### config.mk
export PLATFORM = sky130hd
export DESIGN_NAME = serial_right_shifter
export DESIGN_NICKNAME = d
export VERILOG_FILES = /design/src/rtl/serial_right_shifter_pkg.sv /design/src/rtl/serial_right_shifter_rshift1_stage.sv /design/src/rtl/serial_right_shifter.sv
export SDC_FILE = /design/constraint.sdc
export NUM_CORES = 1
export LEC_CHECK = 0
export CAP_MARGIN = 20
export CORE_ASPECT_RATIO = 1.25
export CORE_MARGIN = 4
export CORE_UTILIZATION = 50
export DETAILED_ROUTE_END_ITERATION = 6
export PLACE_DENSITY = 0.9
export SLEW_MARGIN = 0
export SYNTH_ARGS = -nofsm -noshare
export SYNTH_HDL_FRONTEND = slang
export SYNTH_SLANG_ARGS = --single-unit
### constraint.sdc
create_clock -name clock -period 2.63 [get_ports clock]
set_input_delay 0.526 -clock clock [delete_from_list [all_inputs] [get_ports clock]]
set_output_delay 0.526 -clock clock [all_outputs]
set_load 0.02 [all_outputs]
### src/rtl/serial_right_shifter_pkg.sv
// Shared SimpleALU definitions: shifter FSM encodings and datapath widths.
package serial_right_shifter_pkg;

    localparam int DATA_WIDTH  = 32;
    localparam int SHAMT_WIDTH = 5;

    localparam logic [1:0] ST_IDLE  = 2'b00;
    localparam logic [1:0] ST_SHIFT = 2'b01;
    localparam logic [1:0] ST_DONE  = 2'b10;

endpackage

### src/rtl/serial_right_shifter_rshift1_stage.sv
// One-bit right shift with an explicit fill bit entering at the MSB.
// Kept standalone so a barrel variant can chain WIDTH copies of it.
module rshift1_stage
    import serial_right_shifter_pkg::*;
#(
    parameter int WIDTH = DATA_WIDTH
) (
    input  logic [WIDTH-1:0] din,
    input  logic             fill,
    output logic [WIDTH-1:0] dout
);

    // Drop the LSB, bring the fill bit in at the top.
    assign dout = WIDTH'({fill, din} >> 1);

endmodule

### src/rtl/serial_right_shifter.sv
// Multi-cycle right shifter (logical / arithmetic), one bit position per clock.
//
//  state    | meaning
//  ---------+-----------------------------------------------------------
//  ST_IDLE  | waiting for start
//  ST_SHIFT | shifting sreg one bit per cycle until cnt reaches zero
//  ST_DONE  | result valid, done high; a new start is accepted here too
module serial_right_shifter
    import serial_right_shifter_pkg::*;
#(
    parameter int WIDTH = DATA_WIDTH,
    parameter int SHW   = SHAMT_WIDTH
) (
    input  logic             clock,
    input  logic             reset,
    input  logic             start,
    input  logic [WIDTH-1:0] data,
    input  logic [SHW-1:0]   shiftamt,
    input  logic             arith,
    output logic             busy,
    output logic             done,
    output logic [WIDTH-1:0] result
);

    logic [1:0]       state_q, state_d;
    logic [WIDTH-1:0] sreg_q, sreg_d;
    logic [SHW-1:0]   cnt_q, cnt_d;
    logic             fill_q, fill_d;
    logic [WIDTH-1:0] result_q, result_d;
    logic [WIDTH-1:0] sreg_shr;

    rshift1_stage #(.WIDTH(WIDTH)) u_stage (
        .din  (sreg_q),
        .fill (fill_q),
        .dout (sreg_shr)
    );

    // Next-state logic: operand capture, bit stepping and result commit.
    always_comb begin
        state_d  = state_q;
        sreg_d   = sreg_q;
        cnt_d    = cnt_q;
        fill_d   = fill_q;
        result_d = result_q;
        case (state_q)
            ST_IDLE, ST_DONE: begin
                if (start) begin
                    sreg_d  = data;
                    cnt_d   = shiftamt;
                    fill_d  = arith & data[WIDTH-1];
                    state_d = ST_SHIFT;
                end else begin
                    state_d = ST_IDLE;
                end
            end
            ST_SHIFT: begin
                if (cnt_q != '0) begin
                    sreg_d = sreg_shr;
                    cnt_d  = cnt_q - SHW'(1);
                end else begin
                    result_d = sreg_q;
                    state_d  = ST_DONE;
                end
            end
            default: state_d = ST_IDLE;
        endcase
    end

    // State registers with asynchronous clear.
    always_ff @(posedge clock or posedge reset) begin
        if (reset) begin
            state_q  <= ST_IDLE;
            sreg_q   <= '0;
            cnt_q    <= '0;
            fill_q   <= 1'b0;
            result_q <= '0;
        end else begin
            state_q  <= state_d;
            sreg_q   <= sreg_d;
            cnt_q    <= cnt_d;
            fill_q   <= fill_d;
            result_q <= result_d;
        end
    end

    assign busy   = (state_q == ST_SHIFT);
    assign done   = (state_q == ST_DONE);
    assign result = result_q;

endmodule
==> results.md, run 1 <==
- Status: finished, final reports clean
- F_max: 409 MHz
- Final hold viol count: 0
- Synth cell count leaders: 72 x dfrtp_1, 68 x mux2_2, 28 x mux2_4
- Number of global-route vias before repair: 2,203
- Final setup violating endpoints: 0
- Ys Warns: 0
- Syn_area_per_cell: 15.6 um2
- # DRC: 0
- Post-cts resize count: 0
- Setup_tns: 0 ns
- Max stage delay on crit path: 0.68 ns
- Chip Width: 81.4 um
- RSZ-0062 raised after global routing: false
- Worst reg2reg endpoint: result[9]
- CTS tree: done
- Area share of the largest cell type after synthesis: 53.5%
- Cell with the most instances after synthesis: dfrtp_1
- Die height: 99.8 um
- CTS Buf Count: 9
- Worst Setup Path Type: reg2out
- Share of cells above drive strength 1: 41.1%
- P per Cell Area: 1360 mW/mm2
- Hold endpoint: fill_q
- Vias per cell: 5.16
- Worst-margin pin slew: 0.824 ns
- Final Power: 0.00599 W
- Gate Count Post-Synth: 216
- Min-Delay Path Class: reg2reg
- Startpoint types: register
- Worst-skew pair later-pin latency: 0.34 ns
- Hold path cells: 2
- Synth area leaders: dfrtp_1 53%, mux2_2 23%, mux2_4 12%, buf_12 1.8%, buf_6 1.0%
- DRT Pass-1 Iters: 4
- FF+latch count, synth: 72
- Nets: 336
- IO buf count: 74
- Core Footprint: 0.00657 mm2
- Rel. slew slack: 44.9%
- Max-cap check violation count: 0
- Slew Viols, Final: 0
- Clk_skew: 0.00753 ns
- P&R area growth vs syn: 30.4%
- Initial core utilization: 51.3%
- Maximum VDD drop: 670 uV
- Cell area after synthesis: 0.00337 mm2
- Postcts setup bufs: 0
- Die area: 0.00812 mm2
- R2R Setup Slk: 0.41 ns
- Clk slew on worst S/H paths: 0.07 ns
- DPL Wire Length: 4470 um
- Critical path required time: 2.10 ns
- Max Fanout on Critical Path: 11
- Endpoint class of the critical path: primary output
- DR vias: 1,993
- Pre-CTS setup slack: 0.415 ns
- Net Count, Synth: 258
- LEAKAGE: 1.96 nW
- Crit-path cells: nand2b_2, inv_1, clkdlybuf4s50_1
- Hold Buf Count CTS: 0
- Average wire per standard cell: 16.5 um
- I/O pin count: 75
- Overall Global Routing Usage: 17.4%
- Reg2reg start: cnt_q[0]
- Antenna violations before repair: 0
- Worst hold start: fill_q
- Clock Path Buffers: 2
- Worst r2r path cells: 5
- Period minus WS final: 2.44 ns
- Fill count: 476
- Most used DFF post-synth: dfrtp_1
- Distinct cell type count after synthesis: 30
- Part of the Yosys area used for sequential elements: 53.5%
- Fin crit share: 92.9%
- Post-route core utilization: 66.9%
- Critical path's slowest cell: clkdlybuf4s50_1
- Final worst slack: 0.187 ns
- Global route overflow: 0
- Arr. time, crit path: 1.92 ns
- Antenna-violating nets left: 0
- First-pass GRT wire length: 10,700 um
- Number of inserted diodes: 0
- Post-Layout Inst Area: 0.00439 mm2
- Yosys top cell by area: dfrtp_1
- Clock tree sinks: 72
- H-tree lvl count: 3
- DRT Wirelength: 6380 um
- Placer Congestion: 0.758
- Post-DP Area: 0.00414 mm2
- EDFF count, synth: 0
- Initial DRC count: 54
- Ys async rst share: 100%
- Site row count: 33
- Largest net degree at the start of global routing: 37
- Root Driver: clkbuf_8
-- worst max-delay path: cells and delay by family (launching register included) --
kind                   cells  cell delay (ns)
buffers and inverters      2             0.98
flip-flops                 1             0.41
AND/OR/NAND/NOR            1             0.19
-- routing by layer --
| layer | part of all wire, % | vias up | GRT usage, % | wire [um] |
|---|---|---|---|---|
| li1 | - | 923 | - | - |
| met3 | 3.7 | 10 | 2.81 | 235 |
| met4 | 1.8 | 0 | 9.10 | 116 |
| met2 | 53 | 47 | 28.9 | 3350 |
| met1 | 42 | 1013 | 21.5 | 2680 |
| met5 | 0 | - | 0 | 0 |
-- how the worst max path moves through the flow --
stage,from,endpoint,slack (ns),cells past startpoint
after floorplan,reset,cnt_q[0],0.28,1
after global placement,start,sreg_q[23],0.51,5
after detailed placement,cnt_q[0],result[9],0.42,5
after CTS,state_q[1],busy,0.17,3
after global routing,state_q[1],busy,0.10,3
final,state_q[1],busy,0.19,3
-- flip-flops by register name, indices dropped and copies added (netlist names) --
name,flops
result,32
sreg_q,32
cnt_q,5
fill_q,1
state_q,2
-- per-stage QoR --
stage | hold WS [ns] | instances
3_5_place_dp | 0.477 | 370
3_3_place_gp | 0.449 | 370
4_1_cts | 0.493 | 386
5_1_grt | 0.527 | 386
2_1_floorplan | 0.433 | 216
6_report | 0.493 | 386
-- cell type report --
type	instances	area (um2)	share of cell area [%]
well taps	87	109	2.48
multi-input cells	127	1420	32.4
flip-flops and latches	72	1800	41.0
clock inverters	5	103	2.34
repair buffers	77	776	17.7
clock buffers	11	151	3.45
inverters	7	31.3	0.712
-- kinds of logic after synthesis --
group	after synthesis	share of synthesized area (%)
fa+ha+maj	1	0.371
simple gates	17	3.45
mux	99	36.1
compound gates	10	2.27
buf+inv	17	4.31
flops	72	53.5
-- cells in the final DEF (no fill, tap or decap), types with 2 or more instances in the layout --
cell	instances
a211oi_1	2
buf_4	2
bufinv_16	3
clkbuf_8	11
clkdlybuf4s50_1	74
dfrtp_1	72
inv_1	5
mux2_2	68
mux2_4	28
mux2i_1	3
nand2_1	3
nor2_1	2
nor2b_1	2
o22ai_1	3
-- power by group --
group	switching (W)	total [W]	internal [W]
combinational	0.00112	0.00286	0.00174
sequential	0.000381	0.00205	0.00167
clock	0.000402	0.00108	0.000680
total	0.00190	0.00599	0.00408
Note: power is estimated with default switching activity, not from simulation.
==> inputs of run 2 (changes only) <==
--- a/config.mk
+++ b/config.mk
@@ -8,8 +8,8 @@
 export CAP_MARGIN = 20
 export CORE_ASPECT_RATIO = 1.25
-export CORE_MARGIN = 4
 export CORE_UTILIZATION = 50
 export DETAILED_ROUTE_END_ITERATION = 6
 export PLACE_DENSITY = 0.9
+export RECOVER_POWER = 100
 export SLEW_MARGIN = 0
 export SYNTH_ARGS = -nofsm -noshare
==> constraint.sdc (replaced) <==
create_clock -name clock -period 2.63 [get_ports clock]
set_input_delay 0.789 -clock clock [delete_from_list [all_inputs] [get_ports clock]]
set_output_delay 0.789 -clock clock [all_outputs]
set_load 0.02 [all_outputs]
==> run 2 against run 1 <==
Compared with the run above: final cell count is 1.0% higher; non-clock buffer count is 4 higher; die area is 13% lower; cell area is 1.3% lower; clock power hardly changed; sequential cell count stayed put; utilization is 0.48 points lower; sequential share of layout area is 0.56 points higher; critical path depth stayed put; clock skew is 0.0026 ns higher; maximum frequency is 1.6% lower; via count is 0.80% higher; critical endpoint unchanged; largest power group unchanged.
==> results.md, run 2 (synthesis results as in run 1) <==
- Hold Buf Count CTS: 0
- Critical path required time: 1.84 ns
- Pre-CTS setup slack: 0.268 ns
- Worst-skew pair later-pin latency: 0.33 ns
- Final setup violating endpoints: 0
- DR vias: 2,009
- Startpoint types: register
- DPL Wire Length: 4380 um
- # DRC: 0
- Root Driver: clkbuf_8
- Post-cts resize count: 0
- Antenna violations before repair: 0
- Rel. slew slack: 47.2%
- Global route overflow: 0
- Die area: 0.00707 mm2
- Hold path cells: 2
- Final hold viol count: 0
- Post-DP Area: 0.00419 mm2
- Worst reg2reg endpoint: sreg_q[11]
- Overall Global Routing Usage: 19.2%
- Clock tree sinks: 72
- Worst r2r path cells: 7
- Status: finished, final reports clean
- Chip Width: 75.4 um
- P per Cell Area: 1320 mW/mm2
- RSZ-0062 raised after global routing: false
- Initial core utilization: 51.6%
- Max-cap check violation count: 0
- Die height: 93.8 um
- DRT Pass-1 Iters: 4
- Vias per cell: 5.15
- Clk_skew: 0.0101 ns
- Average wire per standard cell: 15.8 um
- CTS tree: done
- Nets: 340
- LEAKAGE: 1.95 nW
- CP Launch Point: state_q[1]
- Fin crit share: 94.4%
- Placer Congestion: 0.765
- WHS: 0.481 ns
- Commonest cells after routing, fill and taps aside: 72 x dfrtp_1, 68 x mux2_2, 38 x clkdlybuf4s50_1, 36 x dlygate4sd3_1, 16 x mux2_4
- Site row count: 33
- R2R Setup Slk: 0.30 ns
- I/O pin count: 75
- Clock Path Buffers: 2
- Arr. time, crit path: 1.69 ns
- Slew Viols, Final: 0
- Core Footprint: 0.00652 mm2
- Commonest non-fill, non-tap cell in the layout: dfrtp_1
- First-pass GRT wire length: 9990 um
- IO buf count: 74
- Final worst slack: 0.147 ns
- Fill count: 526
- Min-Delay Path Class: reg2reg
- Clk slew on worst S/H paths: 0.08 ns
- Postcts setup bufs: 0
- Share of cells above drive strength 1: 36.6%
- Worst setup path end: busy
- Number of inserted diodes: 0
- H-tree lvl count: 3
- F_max: 403 MHz
- Max Fanout on Critical Path: 5
- Largest net degree at the start of global routing: 34
- Reg2reg start: cnt_q[0]
- Antenna-violating nets left: 0
- Post-Layout Inst Area: 0.00433 mm2
- Worst-margin pin slew: 0.789 ns
- Endpoint class of the critical path: primary output
- Number of global-route vias before repair: 2,121
- Initial DRC count: 70
- Maximum VDD drop: 727 uV
- Period minus WS final: 2.48 ns
- Worst Setup Path Type: reg2out
- P&R area growth vs syn: 28.7%
- DRT Wirelength: 6170 um
- Setup_tns: 0 ns
- CTS Buf Count: 9
run 2: worst min-delay path by stage:
stage	start	end	slack, ns
floorplan	fill_q	fill_q	0.43
global placement	fill_q	fill_q	0.45
detailed placement	fill_q	fill_q	0.47
CTS	fill_q	fill_q	0.48
global route	fill_q	fill_q	0.52
finish	fill_q	fill_q	0.48
run 2: cell type report:
class	count	area [um2]	share of cell area [%]
Tap cell	87	109	2.51
Timing Repair Buffer	81	778	18.0
Multi-Input combinational cell	127	1360	31.4
Inverter	7	31.3	0.722
Clock buffer	11	151	3.49
Sequential cell	72	1800	41.6
Clock inverter	5	103	2.37
run 2: through the flow:
stage	total power, W	utilization (%)	instances
6_report	0.00573	66.4	390
3_3_place_gp	0.00491	64.3	374
5_1_grt	0.00607	66.4	390
4_1_cts	0.00612	68.2	390
3_5_place_dp	0.00502	64.3	374
2_1_floorplan	0.00420	-	216
run 2: where the power goes:
group          switching (W)  leakage [nW]  internal, W
clock network       0.000399         0.126     0.000681
logic                0.00110         0.955      0.00152
registers           0.000361         0.874      0.00167
run 2: layer usage:
| metal | vias to the layer above | GRT usage [%] | wire length, um | share of wire [%] |
|---|---|---|---|---|
| met5 | - | 0 | 0 | 0 |
| met4 | 0 | 8.80 | 90 | 1.5 |
| met3 | 10 | 4.51 | 270 | 4.4 |
| met2 | 49 | 31.5 | 3050 | 49 |
| met1 | 1011 | 23.6 | 2760 | 45 |
| li1 | 939 | - | - | - |
run 2: worst max-delay path: stages (launching register included):
cell           delay (ns)
dfrtp_1              0.43
nand2b_2             0.20
inv_1                0.07
dlygate4sd3_1        0.67
